## src/rtl/uart_rx_fifo.sv

```systemverilog
// Receive buffer behind the UART receiver: circular byte store with a
// first-word-fall-through read port and sticky overrun reporting.
module uart_rx_fifo #(
  parameter int DEPTH = 16,
  parameter int WIDTH = 8
) (
  input  logic                     clock,
  input  logic                     rst,
  input  logic [WIDTH-1:0]         rx_data,
  input  logic                     rx_valid,
  output logic [WIDTH-1:0]         rd_data,
  output logic                     rd_valid,
  input  logic                     rd_ready,
  output logic [$clog2(DEPTH):0]   count,
  output logic                     full,
  output logic                     empty,
  output logic                     overflow,
  input  logic                     overflow_clr,
  output logic [7:0]               drop_count
);

  localparam int AW = $clog2(DEPTH);
  localparam int CW = AW + 1;
  localparam logic [CW-1:0] DEPTH_C = CW'(DEPTH);

  typedef enum logic [1:0] {
    SRC_ZERO   = 2'd0,
    SRC_MEM    = 2'd1,
    SRC_BYPASS = 2'd2
  } src_t;

  logic [WIDTH-1:0] mem [DEPTH];
  logic [WIDTH-1:0] mem_q;

  logic [AW-1:0]    wr_ptr_reg, wr_ptr_next;
  logic [AW-1:0]    rd_ptr_reg, rd_ptr_next;
  logic [CW-1:0]    count_reg, count_next;
  logic [CW-1:0]    avail;
  logic             overflow_reg, overflow_next;
  logic [7:0]       drop_reg, drop_next;
  src_t             src_reg, src_next;
  logic [WIDTH-1:0] bypass_reg, bypass_next;

  logic push;
  logic pop;
  logic drop;

  // Flags depend on the count register only, never on the inputs.
  assign full       = (count_reg == DEPTH_C);
  assign empty      = (count_reg == '0);
  assign rd_valid   = ~empty;
  assign count      = count_reg;
  assign overflow   = overflow_reg;
  assign drop_count = drop_reg;

  assign pop  = rd_valid & rd_ready;
  assign push = rx_valid & (~full | pop);
  assign drop = rx_valid & full & ~pop;

  always_comb begin
    wr_ptr_next = wr_ptr_reg;
    rd_ptr_next = rd_ptr_reg;
    count_next  = count_reg;
    if (push) begin
      wr_ptr_next = wr_ptr_reg + AW'(1);
    end
    if (pop) begin
      rd_ptr_next = rd_ptr_reg + AW'(1);
    end
    case ({push, pop})
      2'b10:   count_next = count_reg + CW'(1);
      2'b01:   count_next = count_reg - CW'(1);
      default: count_next = count_reg;
    endcase
  end

  // The head for next cycle comes from storage unless the entry is only
  // being written on this edge, in which case rx_data is captured directly.
  always_comb begin
    avail       = count_reg - CW'(pop);
    src_next    = SRC_ZERO;
    bypass_next = bypass_reg;
    if (avail != '0) begin
      src_next = SRC_MEM;
    end else if (push) begin
      src_next    = SRC_BYPASS;
      bypass_next = rx_data;
    end
  end

  // A drop on the same edge as a clear leaves exactly that one drop recorded.
  always_comb begin
    overflow_next = overflow_reg;
    drop_next     = drop_reg;
    if (drop) begin
      overflow_next = 1'b1;
      if (overflow_clr) begin
        drop_next = 8'd1;
      end else if (drop_reg != 8'hFF) begin
        drop_next = drop_reg + 8'd1;
      end
    end else if (overflow_clr) begin
      overflow_next = 1'b0;
      drop_next     = 8'd0;
    end
  end

  always_ff @(posedge clock) begin
    if (!rst) begin
      wr_ptr_reg   <= '0;
      rd_ptr_reg   <= '0;
      count_reg    <= '0;
      overflow_reg <= 1'b0;
      drop_reg     <= 8'd0;
      src_reg      <= SRC_ZERO;
      bypass_reg   <= '0;
    end else begin
      wr_ptr_reg   <= wr_ptr_next;
      rd_ptr_reg   <= rd_ptr_next;
      count_reg    <= count_next;
      overflow_reg <= overflow_next;
      drop_reg     <= drop_next;
      src_reg      <= src_next;
      bypass_reg   <= bypass_next;
    end
  end

  // Storage has no reset so it maps onto block RAM with a registered read.
  always_ff @(posedge clock) begin
    if (push && rst) begin
      mem[wr_ptr_reg] <= rx_data;
    end
    mem_q <= mem[rd_ptr_next];
  end

  always_comb begin
    case (src_reg)
      SRC_MEM:    rd_data = mem_q;
      SRC_BYPASS: rd_data = bypass_reg;
      default:    rd_data = '0;
    endcase
  end

endmodule

```

## config.mk

```make
export PLATFORM = sky130hd
export DESIGN_NAME = uart_rx_fifo
export DESIGN_NICKNAME = d
export VERILOG_FILES = /design/src/rtl/uart_rx_fifo.sv
export SDC_FILE = /design/constraint.sdc
export NUM_CORES = 1
export LEC_CHECK = 0
export BUFFER_PORTS_ARGS = -buffer_cell sky130_fd_sc_hd__buf_4
export CAP_MARGIN = 0
export CORE_MARGIN = 5
export CORE_UTILIZATION = 50
export DETAILED_ROUTE_END_ITERATION = 6
export GPL_ROUTABILITY_DRIVEN = 0
export PLACE_DENSITY = 0.75
export SLEW_MARGIN = 20
export SYNTH_ARGS = -nofsm -noshare
export SYNTH_HDL_FRONTEND = slang
export SYNTH_SLANG_ARGS = --single-unit
```

## constraint.sdc

```tcl
create_clock -name clock -period 9.25 [get_ports clock]
set_input_delay 2.3125 -clock clock [delete_from_list [all_inputs] [get_ports clock]]
set_output_delay 2.3125 -clock clock [all_outputs]
set_load 0.02 [all_outputs]
```

== Yosys cells after proc, flatten, opt, wreduce, memory -nomap -nowiden ==
Memory sizes are Yosys's and may differ from the RTL's. A register that Yosys moved wholly into a read port is not among the register bits.
Index checks and enable logic that the tools add are counted.

* Add/subtract/negate cells: 6
* Equality and inequality tests: 6
* Muxes and demuxes: 13
* Bitwise logic cells: 10
* Reduce and logical (&&, ||, !) cells: 9

{| class="wikitable"
|+ Operators by type and width
! kind !! count
|-
| two-way mux 8 bit || 4
|-
| case mux 8 bit (2 select lines) || 1
|-
| case mux 5 bit (2 select lines) || 1
|-
| adder 4 x 1 -> 4 bit, second input constant || 2
|-
| adder 8 x 1 -> 8 bit, second input constant || 1
|-
| inequality test 8 bit, second input constant || 1
|-
| nonzero test 2 bit || 3
|-
| adder 5 x 1 -> 5 bit, second input constant || 1
|-
| equality test 5 bit, second input constant || 1
|-
| logical NOT 5 bit || 1
|-
| two-way mux 1 bit || 5
|-
| NOT 1 bit || 5
|-
| nonzero test 5 bit || 1
|-
| subtractor 5 x 1 -> 5 bit || 1
|-
| subtractor 5 x 1 -> 5 bit, second input constant || 1
|-
| bitwise AND 1 bit || 4
|-
| equality test 2 x 1 -> 1 bit, second input constant || 2
|-
| equality test 2 bit, second input constant || 2
|-
| two-way mux 4 bit || 1
|-
| AND reduction 2 bit || 2
|-
| two-way mux 2 bit || 1
|-
| OR reduction 2 bit || 1
|-
| logical AND 1 bit || 1
|-
| bitwise OR 1 bit || 1
|}

* Bits in registers: 32
* Bits in writable memories: 128
* Bits of input ports: 13
* Output and inout port bits: 25
* Word-level logic and storage cells: 53
* Memories kept: 1

{| class="wikitable"
|+ Memory list
! memory !! words !! width !! rd ports !! clocked after memory_dff !! wr ports !! RTL line !! text
|-
| mem || 16 || 8 || 1 || 1 || 1 || 32 || <nowiki>logic [WIDTH-1:0] mem [DEPTH];</nowiki>
|}

== Longest topological paths before layout ==
Gate-level depths: netlist (run 1).

* Depth in word-level cells: 8
* Depth in mapped cells: 12
* Depth with buffers taken out: 10

== Least setup slack after synthesis (run 1) ==
OpenSTA, ideal clock, no wires.

* Kind: input to register
* Start point: input port rd_ready
* End point: register bypass_reg[1]
* Library setup time: 128 ps
* Data arrival time: 4,531 ps
* Setup slack: 4,591 ps
* Stages: 11
* Buffers on the path: 3
* Path through: clkbuf_1 > o21ai_4 > inv_2 > buf_2 > buf_1 > ha_1 > xnor2_1 > nand4_1 > nor2_1 > mux2i_1 > nor2_1

* Cells in the longest elaborated chain, start to end: 5

{| class="wikitable"
|+ RTL lines
! item !! RTL line !! text
|-
| start, declared || 13 || <nowiki>input logic rd_ready,</nowiki>
|-
| bitwise AND 1 bit (*) || 56 || <nowiki>assign pop = rd_valid & rd_ready;</nowiki>
|-
| subtractor 5 x 1 -> 5 bit || 80 || <nowiki>avail = count_reg - CW'(pop);</nowiki>
|-
| nonzero test 5 bit || 83 || <nowiki>if (avail != '0) begin</nowiki>
|-
| NOT 1 bit (no line) || n/a ||
|-
| AND reduction 2 bit (no line) (*) || n/a ||
|-
| end signal, assigned || 124 || <nowiki>bypass_reg <= bypass_next;</nowiki>
|-
| end, declared || 42 || <nowiki>logic [WIDTH-1:0] bypass_reg, bypass_next;</nowiki>
|}

Mark *: on every way between the ends. The rest lies on a longest branch, timed or not.
A chain may end at the register's enable or synchronous reset.

== Worst setup path in the final report (run 1) ==
* Start point: input port rd_ready
* End point: register bypass_reg[2]

Same word-level chain as after synthesis.

==> summary.txt, run 1 <==
Outcome
  • Status: finished clean

Clocking
  • CTS Buf Count: 17
  • CTS max path bufs: 2
  • Clock-pin slew on the worst setup and hold paths: 0.06 ns
  • Worst skew pair latency: 0.43 ns
  • Postcts setup bufs: 0
  • CTS resizes: 0
  • TritonCTS clock tree: done
  • Hold buffer count at cts: 0
  • H-tree level count: 4
  • Clk sinks: 168
  • Clk root buf: clkbuf_16

Power
  • Worst VDD drop: 0.000158 V
  • Lkg Pwr: 3.11 nW
  • Total power: 2.66 mW
  • Power Dens Cells: 283 nW/um2

Die
  • Initial Util: 0.507
  • Num ports: 38
  • Die area: 19400 um2
  • # rows: 47
  • Core area: 16500 um2
  • Die height: 139 um
  • Die Wd: 139 um

Timing
  • RSZ-0062 raised after global routing: false
  • TNS Setup: 0 ns
  • Fmax: 207 MHz
  • # setup viols final: 0
  • Final hold viol count: 0
  • Fin crit share: 0.522
  • Post-layout min period: 4.83 ns
  • Count of pins over their slew limit: 0
  • Worst Tran Pin Value: 0.970 ns
  • Setup ws final: 4.42 ns
  • Clock skew: 0.00661 ns
  • Relative slew slack: 0.351

Logic synthesis
  • Top cells by area, synth: edfxtp_1 (46%), mux4_2 (13%), dfxtp_1 (9.6%)
  • Syn Area/Cell: 13.0 um2
  • Post-Syn Instances: 642
  • Syn. warnings: 0
  • Top-area cell type share of the netlist area: 0.460
  • Post-synth EDFFs: 128
  • Syn Std Cell Area: 8350 um2
  • Async SR Flop Fraction: 0
  • Sequential area share after synthesis: 0.556
  • Syn nets: 668
  • Synth Register Bits: 168
  • Ys flop type: edfxtp_1
  • Post-synth top area cell: edfxtp_1
  • Library cells used by synthesis: 55

Final layout
  • FILL cells: 1311
  • Syn-to-layout area delta: 12.5%
  • Final Cell Area: 9400 um2
  • Nets: 685
  • Reg with most FFs: mem
  • Ant. Diodes: 0
  • Layout cells sized above 1: 0.214
  • Max reg flops: 128

Global routing
  • Met1 Resource Use GR: 0.272
  • Gr busiest metal: met2
  • Largest net degree at the start of global routing: 50
  • Number of global-route vias before repair: 5458
  • Initial antenna violation count: 0
  • Met2 Track Usage GR: 0.325
  • First-pass GRT wire length: 30.1 mm
  • Total track usage: 0.201
  • Overflow after GRT: 0
  • Grt met3 use: 0.0425

Routing
  • Via density: 6.18
  • Antenna-violating nets left: 0
  • DRT Pass-1 Iters: 5
  • Residual DRC: 0
  • Initial DRC Count: 541
  • Final wirelength: 19.3 mm
  • Vias: 5509
  • Routed WL per cell: 21.6 um

Flow run
  • # Max-Cap Violations: 0

Worst setup path
  • Critical path data required time: 9.56 ns
  • CP arrival: 5.14 ns
  • Setup CP Type: primary input to register
  • CP max FO: 49
  • CP Capture Type: register
  • Critical Path Source Type: primary input

Placed design
  • Hpwl dp: 12.6 mm
  • DP Worst Slack: 4.02 ns
  • IO Port Bufs: 37
  • Placement Cell Area: 8760 um2

Hold path
  • Hold Crit Class: register to register
## cells in the mapped netlist (5+ instances only)
cell type and count:
clkbuf_1 22, nand2b_1 5, nor2_1 76, a22oi_1 8
buf_1 5, o32ai_1 16, nand2_1 36, xnor2_1 10
o22ai_1 7, a21oi_1 34, nand3_1 6, ha_1 12
o21ai_0 16, mux2_2 20, mux2i_1 30, inv_1 25
o211ai_1 9, dfxtp_1 40, nor3_1 10, mux4_2 47
o31ai_1 9, buf_2 15, o21a_1 7, edfxtp_1 128
## layer usage
layer | vias to the layer above | share of wire
li1 | 2504 | -
met3 | 27 | 0.075
met2 | 222 | 0.49
met1 | 2756 | 0.42
met5 | - | 0
met4 | 0 | 0.019
## placed cells by master (no fill, tap or decap), types with 6 or more instances in the layout
cell type and n:
edfxtp_1 128, nor2_1 76, mux4_2 47, buf_4 42, dfxtp_1 38, nand2_1 36, a21oi_1 34, mux2i_1 30
inv_1 25, mux2_2 20, clkbuf_16 17, o32ai_1 16, o21ai_0 16, ha_1 12, xnor2_1 10, nor3_1 10
o211ai_1 9, o31ai_1 9, a22oi_1 8, o21a_1 7, o22ai_1 7, nand3_1 6
## logic make-up after synthesis
kind of cell,after synthesis,synth area share
flops,168,0.556
simple gates,153,0.0801
compound gates,123,0.0996
mux,101,0.195
buf+inv,70,0.0343
xor+xnor,14,0.0147
fa+ha+maj,13,0.0204
## critical path: stages
cell,delay [ns]
buf_4,0.14
o21ai_4,0.35
inv_2,0.63
ha_1,0.39
xnor2_1,0.15
nand4_1,0.15
nor2_1,0.68
mux2i_1,0.27
nor2_1,0.06
## metrics by stage
stage                util  std cells  hold WS [ns]
floorplan               -        642         0.461
global placement    0.532        860         0.460
detailed placement  0.532        860         0.472
CTS                 0.571        892         0.483
global route        0.571        892         0.503
finish              0.571        892         0.480
## cell type report
| class | instances | area (um2) | share of cell area |
|---|---|---|---|
| Inverter | 26 | 97.6 | 0.0104 |
| Clock inverter | 13 | 201 | 0.0214 |
| Sequential cell | 168 | 4650 | 0.495 |
| Clock buffer | 19 | 433 | 0.0461 |
| Tap cell | 220 | 275 | 0.0293 |
| Multi-Input combinational cell | 404 | 3420 | 0.364 |
| Timing Repair Buffer | 42 | 315 | 0.0336 |
## where the power goes
group	leakage (nW)	internal [mW]	switching, mW
Clock	0.305	0.478	0.287
Sequential	1.48	0.865	0.0737
Combinational	1.32	0.428	0.526
Total	3.11	1.77	0.886
## worst paths after layout
kind,depth (start not counted),endpoint,slack [ns],from
min,2,overflow$_SDFFE_PN0P_,0.48,overflow$_SDFFE_PN0P_
max,9,bypass_reg[2]$_SDFFE_PN0P_,4.42,rd_ready
min reg2reg,2,overflow$_SDFFE_PN0P_,0.48,overflow$_SDFFE_PN0P_
max reg2reg,9,bypass_reg[2]$_SDFFE_PN0P_,4.94,count[0]$_SDFFE_PN0P_
Note: power is estimated with default switching activity, not from simulation.
==> run 2: changes to the inputs <==
- clock period: 9.25 -> 4.8 ns (I/O delays scaled with it)
==> summary.txt, run 2 (synthesized netlist as in run 1, its figures left out) <==
Die
  • Num ports: 38 (unchanged)
  • # rows: 47 (unchanged)
  • Die area: 19400 um2 (unchanged)
  • Core area: 16500 um2 (unchanged)
  • Die Wd: 139 um (unchanged)
  • Initial Util: 0.507 (unchanged)
  • Die height: 139 um (unchanged)

Power
  • Net switching power: 1.76 mW (was 0.886 mW)
  • Switching Share: 0.352 (was 0.334)
  • Internal Power: 3.23 mW (was 1.77 mW)
  • Power Dens Cells: 533 nW/um2 (was 283 nW/um2)
  • Lkg Pwr: 3.10 nW (was 3.11 nW)
  • Comb power frac: 0.371 (was 0.359)
  • Worst VDD drop: 0.000409 V (was 0.000158 V)
  • Clock power frac: 0.263 (was 0.288)
  • Sequential share of power: 0.366 (was 0.353)

Worst setup path
  • CP arrival: 3.94 ns (was 5.14 ns)
  • CP top delay family: simple AND/OR/NAND/NOR gates (unchanged)
  • CP max-delay cell: o21ai_4 (was nor2_1)
  • Buf/Inv on CP: 1 (was 2)
  • Top cell by count, worst path: nor2_1 (unchanged)
  • Critical Path Source Type: register (was primary input)
  • CP cell instances: or4_1 > o21ai_4 > inv_2 > ha_1 > xnor2_1 > nand4_1 > nor2_1 > mux2i_1 > nor2_1 (was buf_4 > o21ai_4 > inv_2 > ha_1 > xnor2_1 > nand4_1 > nor2_1 > mux2i_1 > nor2_1)
  • CP max FO: 36 (was 49)
  • Critical path data required time: 5.11 ns (was 9.56 ns)
  • CP peak stage delay: 0.83 ns (was 0.68 ns)
  • CP Capture Type: register (unchanged)
  • Setup CP Type: register to register (was primary input to register)

Clocking
  • H-tree level count: 4 (unchanged)
  • Worst skew pair latency: 0.43 ns (about the same)
  • Hold buffer count at cts: 0 (unchanged)
  • Clock-pin slew on the worst setup and hold paths: 0.07 ns (was 0.06 ns)
  • Clk root buf: clkbuf_16 (unchanged)
  • CTS max path bufs: 2 (unchanged)
  • Postcts setup bufs: 0 (unchanged)
  • Clk sinks: 168 (unchanged)
  • CTS Buf Count: 17 (unchanged)
  • CTS resizes: 0 (unchanged)
  • TritonCTS clock tree: done (unchanged)

Final layout
  • Commonest non-fill, non-tap cell in the layout: edfxtp_1 (unchanged)
  • Syn-to-layout area delta: 11.9% (was 12.5%)
  • Most frequent cells in the layout: edfxtp_1 (128), nor2_1 (76), mux4_2 (47), buf_4 (45), dfxtp_1 (38) (was edfxtp_1 (128), nor2_1 (76), mux4_2 (47), buf_4 (42), dfxtp_1 (38))
  • Max reg flops: 128 (unchanged)
  • Ant. Diodes: 0 (unchanged)
  • Reg with most FFs: mem (unchanged)
  • Layout cells sized above 1: 0.224 (was 0.214)
  • Nets: 688 (was 685)

Global routing
  • Total track usage: 0.202 (was 0.201)
  • Initial antenna violation count: 0 (unchanged)
  • Number of global-route vias before repair: 5563 (was 5458)
  • Largest net degree at the start of global routing: 49 (was 50)
  • First-pass GRT wire length: 30.5 mm (was 30.1 mm)
  • Overflow after GRT: 0 (unchanged)

Routing
  • Antenna-violating nets left: 0 (unchanged)
  • Initial DRC Count: 478 (was 541)
  • Routed WL per cell: 21.5 um (was 21.6 um)
  • Residual DRC: 0 (unchanged)
  • Vias: 5575 (was 5509)
  • DRT Pass-1 Iters: 5 (unchanged)
  • Via density: 6.23 (was 6.18)
  • Final wirelength: 19.2 mm (was 19.3 mm)

Timing
  • Worst Tran Pin Value: 1.01 ns (was 0.970 ns)
  • Post-layout min period: 3.62 ns
  • Fin crit share: 0.755
  • Relative slew slack: 0.326 (was 0.351)
  • Count of pins over their slew limit: 0 (unchanged)
  • Final hold viol count: 0 (unchanged)
  • Fmax: 276 MHz
  • Clock skew: 0.0113 ns (was 0.00661 ns)
  • # setup viols final: 0 (unchanged)
  • TNS Setup: 0 ns (unchanged)
  • RSZ-0062 raised after global routing: false (unchanged)
  • Hold slack: 0.475 ns (was 0.480 ns)

Hold path
  • Hold Crit Class: register to register (unchanged)

Flow run
  • # Max-Cap Violations: 0 (unchanged)

Placed design
  • IO Port Bufs: 37 (unchanged)
  • Hpwl dp: 12.9 mm (was 12.6 mm)

Outcome
  • Status: finished clean (unchanged)
==> run 2: cell types whose count changed in the layout (fill, tap and decap cells not counted), sizes merged <==
cell / change
bufinv: -4
inv: +4
buf: +3
clkbuf: -1
clkinv: +1
==> run 2: stage by stage <==
step                utilization  setup WS (ns)  power, mW  area [um2]  instances
floorplan                     -           1.25       3.20        8350        642
global placement          0.533           1.41       3.63        8780        863
detailed placement        0.533           1.28       3.69        8780        863
CTS                       0.568           1.21       4.99        9350        895
global route              0.568          0.952       5.22        9350        895
finish                    0.568           1.18       4.99        9350        895
==> run 2: final timing paths <==
| check | end | cells after the start | slack (ns) | start |
|---|---|---|---|---|
| worst max register to register | bypass_reg[5]$_SDFFE_PN0P_ | 9 | 1.18 | count[0]$_SDFFE_PN0P_ |
| worst min-delay path | overflow$_SDFFE_PN0P_ | 2 | 0.47 | overflow$_SDFFE_PN0P_ |
| worst max-delay path | bypass_reg[5]$_SDFFE_PN0P_ | 9 | 1.18 | count[0]$_SDFFE_PN0P_ |
| worst min register to register | overflow$_SDFFE_PN0P_ | 2 | 0.47 | overflow$_SDFFE_PN0P_ |
==> run 2: power groups by stage <==
| stage | registers (mW) | clock network [mW] | logic, mW |
|---|---|---|---|
| 2_1_floorplan | 1.76 | 0 | 1.44 |
| 3_3_place_gp | 1.85 | 0 | 1.78 |
| 3_5_place_dp | 1.86 | 0 | 1.83 |
| 4_1_cts | 1.83 | 1.33 | 1.84 |
| 5_1_grt | 1.85 | 1.39 | 1.98 |
| 6_report | 1.83 | 1.31 | 1.85 |
==> run 2: area by class of cell <==
type,count,area (um2)
Clock buffer,18,429
Timing Repair Buffer,45,338
Clock inverter,14,139
Inverter,26,97.6
Multi-Input combinational cell,404,3420
Fill cell,1313,7110
Tap cell,220,275
Sequential cell,168,4650
==> run 2: metal layers <==
| layer | global-route usage | up-vias | wire length (um) |
|---|---|---|---|
| li1 | - | 2503 | - |
| met1 | 0.266 | 2776 | 7930 |
| met2 | 0.329 | 268 | 9330 |
| met3 | 0.0460 | 28 | 1510 |
| met4 | 0.0742 | 0 | 425 |
| met5 | 0 | - | 0 |
==> run 2: worst register-to-register path: stages (launching register included) <==
cell and delay, ns:
dfxtp_1 0.37, or4_1 0.69, o21ai_4 0.83, inv_2 0.07
ha_1 0.23, xnor2_1 0.14, nand4_1 0.16, nor2_1 0.67
mux2i_1 0.29, nor2_1 0.05
==> run 3: changes to the inputs <==
- clock period: 4.8 -> 3.47 ns (I/O delays scaled with it)
==> summary.txt, run 3 (synthesized netlist as in run 1, its figures left out) <==
Timing
  • Post-layout min period: 2.90 ns (was 3.62 ns)
  • RSZ-0062 raised after global routing: false (unchanged)
  • Relative slew slack: 0.365 (was 0.326)
  • Final hold viol count: 0 (unchanged)
  • Clock skew: 0.00941 ns (was 0.0113 ns)
  • Fin crit share: 0.837 (was 0.755)
  • Worst Tran Pin Value: 0.949 ns (was 1.01 ns)
  • TNS Setup: 0 ns (unchanged)
  • # setup viols final: 0 (unchanged)
  • Fmax: 344 MHz (was 276 MHz)
  • Count of pins over their slew limit: 0 (unchanged)

Final layout
  • FILL cells: 1303 (was 1313)
  • Reg with most FFs: mem (unchanged)
  • Most frequent cells in the layout: edfxtp_1 (128), nor2_1 (76), buf_4 (54), mux4_2 (47), dfxtp_1 (38) (was edfxtp_1 (128), nor2_1 (76), mux4_2 (47), buf_4 (45), dfxtp_1 (38))
  • Max reg flops: 128 (unchanged)
  • Commonest non-fill, non-tap cell in the layout: edfxtp_1 (unchanged)
  • Ant. Diodes: 0 (unchanged)
  • Nets: 697 (was 688)
  • Layout cells sized above 1: 0.232 (was 0.224)
  • Syn-to-layout area delta: 12.8% (was 11.9%)

Routing
  • Antenna-violating nets left: 0 (unchanged)
  • Vias: 5530 (was 5575)
  • Final wirelength: 19.3 mm (was 19.2 mm)
  • Initial DRC Count: 591 (was 478)
  • Residual DRC: 0 (unchanged)
  • Via density: 6.12 (was 6.23)
  • Routed WL per cell: 21.3 um (was 21.5 um)
  • DRT Pass-1 Iters: 5 (unchanged)

Clocking
  • Clock-pin slew on the worst setup and hold paths: 0.06 ns (was 0.07 ns)
  • TritonCTS clock tree: done (unchanged)
  • H-tree level count: 4 (unchanged)
  • Hold buffer count at cts: 0 (unchanged)
  • Worst skew pair latency: 0.43 ns (about the same)
  • CTS Buf Count: 17 (unchanged)
  • Postcts setup bufs: 0 (unchanged)
  • CTS resizes: 0 (unchanged)
  • Clk sinks: 168 (unchanged)
  • Clk root buf: clkbuf_16 (unchanged)
  • CTS max path bufs: 2 (unchanged)

Flow run
  • # Max-Cap Violations: 0 (unchanged)

Die
  • Die Wd: 139 um (unchanged)
  • Die height: 139 um (unchanged)
  • # rows: 47 (unchanged)
  • Core area: 16500 um2 (unchanged)
  • Initial Util: 0.507 (unchanged)
  • Die area: 19400 um2 (unchanged)
  • Num ports: 38 (unchanged)

Worst setup path
  • CP Capture Type: register (unchanged)
  • CP peak stage delay: 0.69 ns (was 0.83 ns)
  • CP cell instances: or4_1 > o21ai_4 > nor2_1 > ha_1 > nor2b_1 > o21ai_0 > nand4_1 > a32oi_1 > a21oi_1 (was or4_1 > o21ai_4 > inv_2 > ha_1 > xnor2_1 > nand4_1 > nor2_1 > mux2i_1 > nor2_1)
  • CP arrival: 3.21 ns (was 3.94 ns)
  • CP max-delay cell: or4_1 (was o21ai_4)
  • Buf/Inv on CP: 0 (was 1)
  • CP max FO: 6 (was 36)
  • Setup CP Type: register to register (unchanged)
  • Critical path data required time: 3.77 ns (was 5.11 ns)
  • Critical Path Source Type: register (unchanged)
  • CP top delay family: simple AND/OR/NAND/NOR gates (unchanged)

Power
  • Total power: 6.93 mW (was 4.99 mW)
  • Worst VDD drop: 0.000511 V (was 0.000409 V)
  • Lkg Pwr: 3.15 nW (was 3.10 nW)
  • Power Dens Cells: 736 nW/um2 (was 533 nW/um2)

Global routing
  • Overflow after GRT: 0 (unchanged)
  • Initial antenna violation count: 0 (unchanged)
  • Number of global-route vias before repair: 5409 (was 5563)
  • First-pass GRT wire length: 30.3 mm (was 30.5 mm)
  • Total track usage: 0.202 (about the same)
  • Largest net degree at the start of global routing: 44 (was 49)

Outcome
  • Status: finished clean (unchanged)

Placed design
  • IO Port Bufs: 37 (unchanged)
  • Hpwl dp: 13.0 mm (was 12.9 mm)

Hold path
  • Hold Crit Class: register to register (unchanged)
-- run 3: cell count changes in the layout (fill, tap and decap cells not counted), sizes merged --
cell | before | now
buf | 45 | 54
bufinv | 1 | 2
clkbuf | 18 | 17
clkinv | 6 | 8
clkinvlp | 1 | 2
inv | 32 | 29
-- run 3: layer usage --
metal / GRT usage / up-vias / routed length (um)
met5: 0 / - / 0
met4: 0.0618 / 0 / 374
met3: 0.0573 / 35 / 1690
met2: 0.320 / 272 / 9280
met1: 0.274 / 2703 / 7950
li1: - / 2520 / -
-- run 3: where the power goes --
part | leakage (nW) | total [mW] | switching (mW) | internal (mW)
sequential | 1.48 | 2.40 | 0.0993 | 2.31
combinational | 1.39 | 2.69 | 1.52 | 1.17
clock | 0.279 | 1.84 | 0.778 | 1.06
total | 3.15 | 6.93 | 2.40 | 4.54
-- run 3: final timing paths --
check,start,endpoint,slack (ns),cells after the start
min,overflow$_SDFFE_PN0P_,overflow$_SDFFE_PN0P_,0.50,2
min reg2reg,overflow$_SDFFE_PN0P_,overflow$_SDFFE_PN0P_,0.50,2
max,count[0]$_SDFFE_PN0P_,count[4]$_SDFFE_PN0P_,0.57,9
max reg2reg,count[0]$_SDFFE_PN0P_,count[4]$_SDFFE_PN0P_,0.57,9
-- run 3: final cells by class --
cell class,instances,area [um2],share of cell area
flip-flops and latches,168,4650,0.493
multi-input cells,404,3420,0.363
clock buffers,17,425,0.0451
repair buffers,54,405,0.0430
well taps,220,275,0.0292
clock inverters,15,150,0.0159
inverters,26,97.6,0.0104
-- run 3: worst register-to-register path: stages, from the launching register on --
cell and delay, ns:
dfxtp_1 0.37, or4_1 0.69, o21ai_4 0.24, nor2_1 0.13, ha_1 0.35, nor2b_1 0.14, o21ai_0 0.33, nand4_1 0.20
a32oi_1 0.23, a21oi_1 0.09
-- run 3: through the flow --
| stage | util | hold slack [ns] | cell area (um2) | setup slack [ns] | std cells |
|---|---|---|---|---|---|
| 2_1_floorplan | - | 0.461 | 8350 | 0.256 | 642 |
| 3_3_place_gp | 0.538 | 0.460 | 8850 | 0.469 | 872 |
| 3_5_place_dp | 0.538 | 0.491 | 8850 | 0.382 | 872 |
| 4_1_cts | 0.572 | 0.504 | 9430 | 0.540 | 904 |
| 5_1_grt | 0.572 | 0.526 | 9430 | 0.389 | 904 |
| 6_report | 0.572 | 0.498 | 9430 | 0.565 | 904 |
